[src/rtl/lsu_pkg.sv]
// Shared types and helpers for the data-RAM load/store unit.
// Holds the FSM state encoding, RV32 load/store funct3 codes and the access-size lookup.
package lsu_pkg;

  typedef enum logic [1:0] {
    S_IDLE  = 2'd0,
    S_READ  = 2'd1,
    S_WRITE = 2'd2,
    S_RESP  = 2'd3
  } lsu_state_e;

  localparam logic [2:0] F3_B  = 3'b000;
  localparam logic [2:0] F3_H  = 3'b001;
  localparam logic [2:0] F3_W  = 3'b010;
  localparam logic [2:0] F3_BU = 3'b100;
  localparam logic [2:0] F3_HU = 3'b101;

  // Bytes touched by an access; illegal codes report 4 but are flagged separately.
  function automatic logic [2:0] nbytes(input logic [2:0] f3);
    case (f3)
      F3_B, F3_BU: nbytes = 3'd1;
      F3_H, F3_HU: nbytes = 3'd2;
      default:     nbytes = 3'd4;
    endcase
  endfunction

endpackage

[src/rtl/load_extend.sv]
// Load data formatter: selects the low byte/half/word of a RAM word and
// sign- or zero-extends it according to the RV32 load funct3.
module load_extend
  import lsu_pkg::*;
#(
  parameter int WIDTH = 32
) (
  input  logic [2:0]       funct3_i,
  input  logic [WIDTH-1:0] word_i,
  output logic [WIDTH-1:0] rdata_o
);

  always_comb begin
    rdata_o = '0;
    case (funct3_i)
      F3_B:    rdata_o = {{(WIDTH-8){word_i[7]}}, word_i[7:0]};
      F3_H:    rdata_o = {{(WIDTH-16){word_i[15]}}, word_i[15:0]};
      F3_W:    rdata_o = word_i;
      F3_BU:   rdata_o = {{(WIDTH-8){1'b0}}, word_i[7:0]};
      F3_HU:   rdata_o = {{(WIDTH-16){1'b0}}, word_i[15:0]};
      default: rdata_o = '0;
    endcase
  end

endmodule

[src/rtl/data_mem_lsu.sv]
// Load/store unit driving a byte-addressed 32-bit RAM port with whole-word writes.
// Sub-word stores run a read-modify-write; range and funct3 errors are decided at accept.
module data_mem_lsu
  import lsu_pkg::*;
#(
  parameter int WIDTH  = 32,
  parameter int ADDR_W = 17
) (
  input  logic             clk_i,
  input  logic             rst_ni,
  // Request: a transfer happens on a rising edge where req_valid_i && req_ready_o.
  input  logic             req_valid_i,
  output logic             req_ready_o,
  input  logic             req_we_i,
  input  logic [2:0]       req_funct3_i,
  input  logic [WIDTH-1:0] req_addr_i,
  input  logic [WIDTH-1:0] req_wdata_i,
  output logic             rsp_valid_o,
  output logic [WIDTH-1:0] rsp_rdata_o,
  output logic             rsp_err_o,
  output logic [WIDTH-1:0] mem_a_o,
  output logic             mem_we_o,
  output logic [WIDTH-1:0] mem_wd_o,
  input  logic [WIDTH-1:0] mem_rd_i
);

  localparam logic [ADDR_W:0] MAX_ADDR = {1'b0, {ADDR_W{1'b1}}};

  lsu_state_e       r_state;
  logic             r_we_q;
  logic [2:0]       r_funct3_q;
  logic [WIDTH-1:0] r_addr_q;
  logic [WIDTH-1:0] r_wdata_q;
  logic             r_err_q;
  logic [WIDTH-9:0] r_word_hi_q;

  logic [ADDR_W:0]  w_last_byte;
  logic             w_hi_err;
  logic             w_range_err;
  logic             w_f3_err;
  logic             w_acc_err;
  logic [WIDTH-1:0] w_ext;

  // Address of the last byte touched, one bit wider so no wrap-around is possible.
  assign w_last_byte = {1'b0, req_addr_i[ADDR_W-1:0]}
                     + {{(ADDR_W-2){1'b0}}, nbytes(req_funct3_i)}
                     - {{ADDR_W{1'b0}}, 1'b1};
  assign w_hi_err    = (req_addr_i[WIDTH-1:ADDR_W] != '0);
  assign w_range_err = (w_last_byte > MAX_ADDR);
  assign w_f3_err    = req_we_i
                     ? !(req_funct3_i inside {F3_B, F3_H, F3_W})
                     : (req_funct3_i inside {3'b011, 3'b110, 3'b111});
  assign w_acc_err   = w_hi_err | w_range_err | w_f3_err;

  // Loads are formatted straight from the RAM read so the response registers in READ.
  load_extend #(.WIDTH(WIDTH)) u_load_extend (
    .funct3_i (r_funct3_q),
    .word_i   (mem_rd_i),
    .rdata_o  (w_ext)
  );

  assign req_ready_o = (r_state == S_IDLE);
  assign mem_a_o     = r_addr_q;
  assign mem_we_o    = rst_ni & (r_state == S_WRITE) & ~r_err_q;

  always_comb begin
    mem_wd_o = '0;
    if (r_state == S_WRITE) begin
      case (r_funct3_q)
        F3_B:    mem_wd_o = {r_word_hi_q, r_wdata_q[7:0]};
        F3_H:    mem_wd_o = {r_word_hi_q[WIDTH-9:8], r_wdata_q[15:0]};
        default: mem_wd_o = r_wdata_q;
      endcase
    end
  end

  always_ff @(posedge clk_i) begin
    if (!rst_ni) begin
      r_state     <= S_IDLE;
      r_we_q      <= 1'b0;
      r_funct3_q  <= '0;
      r_addr_q    <= '0;
      r_wdata_q   <= '0;
      r_err_q     <= 1'b0;
      r_word_hi_q <= '0;
      rsp_valid_o <= 1'b0;
      rsp_rdata_o <= '0;
      rsp_err_o   <= 1'b0;
    end else begin
      case (r_state)
        S_IDLE: begin
          rsp_valid_o <= 1'b0;
          if (req_valid_i) begin
            r_we_q     <= req_we_i;
            r_funct3_q <= req_funct3_i;
            r_addr_q   <= req_addr_i;
            r_wdata_q  <= req_wdata_i;
            r_err_q    <= w_acc_err;
            if (req_we_i && (req_funct3_i == F3_W) && !w_acc_err) r_state <= S_WRITE;
            else                                                  r_state <= S_READ;
          end
        end
        S_READ: begin
          r_word_hi_q <= mem_rd_i[WIDTH-1:8];
          // A legal store reaching READ is always SB/SH (SW bypasses it).
          if (r_we_q && !r_err_q) begin
            r_state <= S_WRITE;
          end else begin
            r_state     <= S_RESP;
            rsp_valid_o <= 1'b1;
            rsp_rdata_o <= (r_err_q || r_we_q) ? '0 : w_ext;
            rsp_err_o   <= r_err_q;
          end
        end
        S_WRITE: begin
          r_state     <= S_RESP;
          rsp_valid_o <= 1'b1;
          rsp_rdata_o <= '0;
          rsp_err_o   <= 1'b0;
        end
        S_RESP: begin
          r_state     <= S_IDLE;
          rsp_valid_o <= 1'b0;
        end
        default: r_state <= S_IDLE;
      endcase
    end
  end

endmodule

[config.mk]
export PLATFORM = sky130hd
export DESIGN_NAME = data_mem_lsu
export DESIGN_NICKNAME = d
export VERILOG_FILES = /design/src/rtl/lsu_pkg.sv /design/src/rtl/load_extend.sv /design/src/rtl/data_mem_lsu.sv
export SDC_FILE = /design/constraint.sdc
export NUM_CORES = 1
export LEC_CHECK = 0
export CORE_MARGIN = 1.5
export CORE_UTILIZATION = 40
export DETAILED_ROUTE_END_ITERATION = 8
export GPL_TIMING_DRIVEN = 0
export PLACE_DENSITY = 0.72
export RECOVER_POWER = 50
export SYNTH_ARGS = -nofsm -noshare
export SYNTH_HDL_FRONTEND = slang
export SYNTH_HIERARCHICAL = 1
export SYNTH_SLANG_ARGS = --single-unit
[constraint.sdc]
create_clock -name clk_i -period 6 [get_ports clk_i]
set_clock_uncertainty 0.15 [all_clocks]
set_input_delay 1.2 -clock clk_i [delete_from_list [all_inputs] [get_ports clk_i]]
set_output_delay 1.2 -clock clk_i [all_outputs]
set_load 0.02 [all_outputs]
==> metrics.yaml <==
critical_path:
  setup.worst_path.start_class: "input port"
  reg2reg_to: "rsp_rdata_o[29]"
  crit_type: "in2reg"
  r2r_slack_ps: 3590
  worst_ep_required_time_ps: 6210
  r2r_start: "r_state[0]"
  worstPathArrival_ps: 4400
  ff2ff_path_depth: 7
  crit_path_end_kind: "flip-flop"
  worst-path-max-fanout: 6
global_routing:
  grt_pass1_vias: 5777
  antenna_found_initial: 1
  overflow: 0
  grt_first_pass_wirelength_mm: 29.3
  grt_max_degree: 17
  grt_use_total_pct: 22.5
cts:
  cts-root-buf: "clkbuf_16"
  cts_hold_buffers: 0
  cts.clk_slew.worst_paths_ps: 50
  cts_made_buffers: 17
  htree_levels: 4
  cts_buffer_depth: 2
  cts_setup_buffers: 0
  cts_sinks: 129
  cts_resized: 0
  cts_tree: "yes"
  clk_latency_ps: 420
finish:
  seqCellArea_mm2: 0.00258
  fin_area_mm2: 0.00947
  multiInputGateArea_mm2: 0.00355
  nets: 1140
  syn_to_final_growth_pct: 44.9
  num-fill-cells: 1505
  drive_gt1_share_pct: 5.25
  finalNonFillerCells: 1245
place:
  port_buffers: 200
  dpl_worst_slack_ps: 1340
  place_congestion: 0.792
  hpwl_mm: 14.4
  dp_cells: 1212
  placed_area_mm2: 0.00880
power_and_ir_drop:
  leakage_uw: 0.00350
  p_per_area_mw_per_mm2: 315
  ir_drop_uv: 233
logic_synthesis:
  synth.avg_cell_area_um2: 8.21
  ys.flop_type: "dfxtp_1"
  ys_ff_latch: 129
  synth_enable_flop_cells: 0
  ys_seq_area_share_pct: 39.5
  ys.warnings.count: 6
  synth_area_mm2: 0.00653
  syn_inst: 796
  synthArstFlopShare_pct: 0
  yosysUniqueCellTypes: 42
  syn_nets: 921
hold_path:
  min_from: "mem_a_o[4]"
  hold_path_class: "reg2reg"
  whs_endpoint: "mem_a_o[4]"
  worstHoldPathCells: 2
detailed_routing:
  drt_pass1_iterations: 4
  drtIter0Drc: 274
  drc: 0
  drt-total-wl_mm: 18.8
  final_antenna_net_count: 0
  via_count: 5996
  wl_per_cell_um: 15.1
  via_per_inst: 4.82
flow_run:
  maxCapViolCount: 0
die:
  ioPinCount: 203
  coreArea_mm2: 0.0159
  die_w_um: 131
  initial_core_util_pct: 41.0
  dieHeight_um: 131
  rows: 46
  die-area_mm2: 0.0171
timing:
  maxSlewHeadroom_pct: 34.5
  min_period_over_period_pct: 69.8
  worst_pin_slew_ps: 972
  grt_setup_unrepaired: "false"
  slew_violations: 0
  hold_violations: 0
  fin_setup_tns_ps: 0
  max_freq_ghz: 0.239
  fin_ws_ps: 1810
  setup-violations-final: 0
  finalCriticalPeriod_ps: 4190
run_status:
  status: "complete, no violations"
-- per-layer routing --
metal | global-route usage, % | part of all wire, % | wire (µm) | up-vias
met1 | 28.1 | 44 | 8340 | 2713
met3 | 7.49 | 8.6 | 1610 | 16
met2 | 37.1 | 46 | 8660 | 175
li1 | - | - | - | 3092
met4 | 6.85 | 0.92 | 172 | 0
met5 | 0 | 0 | 0 | -
-- report_power, final --
group / internal (µW) / switching, µW / total, µW
sequential: 959 / 53.3 / 1010
combinational: 328 / 444 / 772
clock: 821 / 376 / 1200
-- Yosys cell counts, types with 2 or more instances --
cell type | number | area share [%]
or2_2 | 2 | 0.19
nor2b_1 | 28 | 2.7
nor3_1 | 2 | 0.15
nand2b_1 | 3 | 0.29
and2_1 | 18 | 1.7
o2bb2ai_1 | 7 | 0.94
nand3_1 | 35 | 2.7
o21ai_1 | 9 | 0.69
buf_2 | 5 | 0.38
clkbuf_1 | 47 | 2.7
buf_6 | 5 | 0.86
ha_1 | 21 | 4.0
o21ai_0 | 16 | 1.2
nand2_1 | 224 | 13
a21boi_1 | 5 | 0.57
buf_1 | 2 | 0.11
a21boi_0 | 121 | 14
dfxtp_1 | 129 | 40
o21ai_2 | 6 | 0.80
buf_4 | 2 | 0.23
a21oi_1 | 8 | 0.61
inv_1 | 24 | 1.4
mux2i_1 | 48 | 7.4
nor2_1 | 11 | 0.63
-- through the flow --
stage	hold slack (ps)	util [%]	total power, µW
6_report	308	59.4	2980
5_1_grt	323	59.4	3140
4_1_cts	307	59.5	3020
3_5_place_dp	299	55.2	1820
3_3_place_gp	290	55.2	1810
2_1_floorplan	289	-	1490
-- critical path, stage by stage --
cell and delay [ps]:
clkdlybuf4s50_1 560, or2_2 350, ha_1 170, inv_1 50, ha_1 120, inv_1 40
fa_1 360, nand2b_1 150, a2111oi_0 470, a2111oi_1 120, o21ai_2 230, mux2_4 350
o21ai_2 130, a31o_1 90
-- state kept, by name (all words and copies together), names as in the netlist --
register,flops
mem_a_o,32
r_err_q,1
r_funct3_q,3
r_state,2
r_wdata_q,32
r_we_q,1
r_word_hi_q,24
rsp_err_o,1
rsp_rdata_o,32
rsp_valid_o,1
-- worst max-delay path by stage --
stage	startpoint	to	slack (ps)	cells past startpoint
after floorplan	req_funct3_i[0]	r_state[1]	2280	13
after global placement	req_funct3_i[1]	r_state[1]	1430	15
after detailed placement	req_funct3_i[1]	r_state[1]	1340	14
after CTS	req_funct3_i[1]	r_state[1]	1770	14
after global routing	req_funct3_i[1]	r_state[1]	1540	15
final	req_funct3_i[1]	r_state[1]	1810	14
-- placed cells by master (no fill, tap or decap), types with 2 or more instances in the layout --
| master | netlist | final |
|---|---|---|
| dfxtp_1 | 129 | 129 |
| a21oi_1 | 8 | 8 |
| nand3_1 | 35 | 35 |
| mux2i_1 | 48 | 48 |
| o21ai_1 | 9 | 2 |
| or2_2 | 2 | 2 |
| and2_0 | 0 | 2 |
| nor2_1 | 11 | 11 |
| clkinv_2 | 0 | 3 |
| bufinv_16 | 0 | 6 |
| and2_1 | 18 | 16 |
| a21boi_0 | 121 | 123 |
| o2bb2ai_1 | 7 | 7 |
| inv_1 | 24 | 24 |
| buf_6 | 5 | 5 |
| clkbuf_8 | 0 | 4 |
| a21boi_1 | 5 | 3 |
| dlygate4sd3_1 | 0 | 28 |
| nor2b_1 | 28 | 28 |
| clkbuf_1 | 47 | 52 |
| o21ai_2 | 6 | 5 |
| clkbuf_16 | 0 | 17 |
| nand2_1 | 224 | 224 |
| buf_1 | 2 | 2 |
| nor3_1 | 2 | 2 |
| buf_2 | 5 | 2 |
| nand2b_1 | 3 | 3 |
| ha_1 | 21 | 21 |
| clkdlybuf4s50_1 | 0 | 172 |
| o21ai_0 | 16 | 24 |
-- final cells by class --
cell class / instances / area share [%]
repair buffers: 200 / 21.1
diodes: 1 / 0.0264
inverters: 24 / 0.952
plain buffers: 62 / 2.93
flip-flops and latches: 129 / 27.3
clock buffers: 22 / 5.11
clock inverters: 10 / 2.14
multi-input cells: 581 / 37.5
well taps: 216 / 2.85
-- cells by family after synthesis --
family | synth area share (%)
AND/OR/NAND/NOR | 22.9
AO/OA/AOI/OAI | 19.8
flip-flops | 39.5
buffers and inverters | 5.75
multiplexers | 7.58
adder cells (fa/ha/maj) | 4.33
XOR/XNOR | 0.134
(Power assumes the default switching activity.)
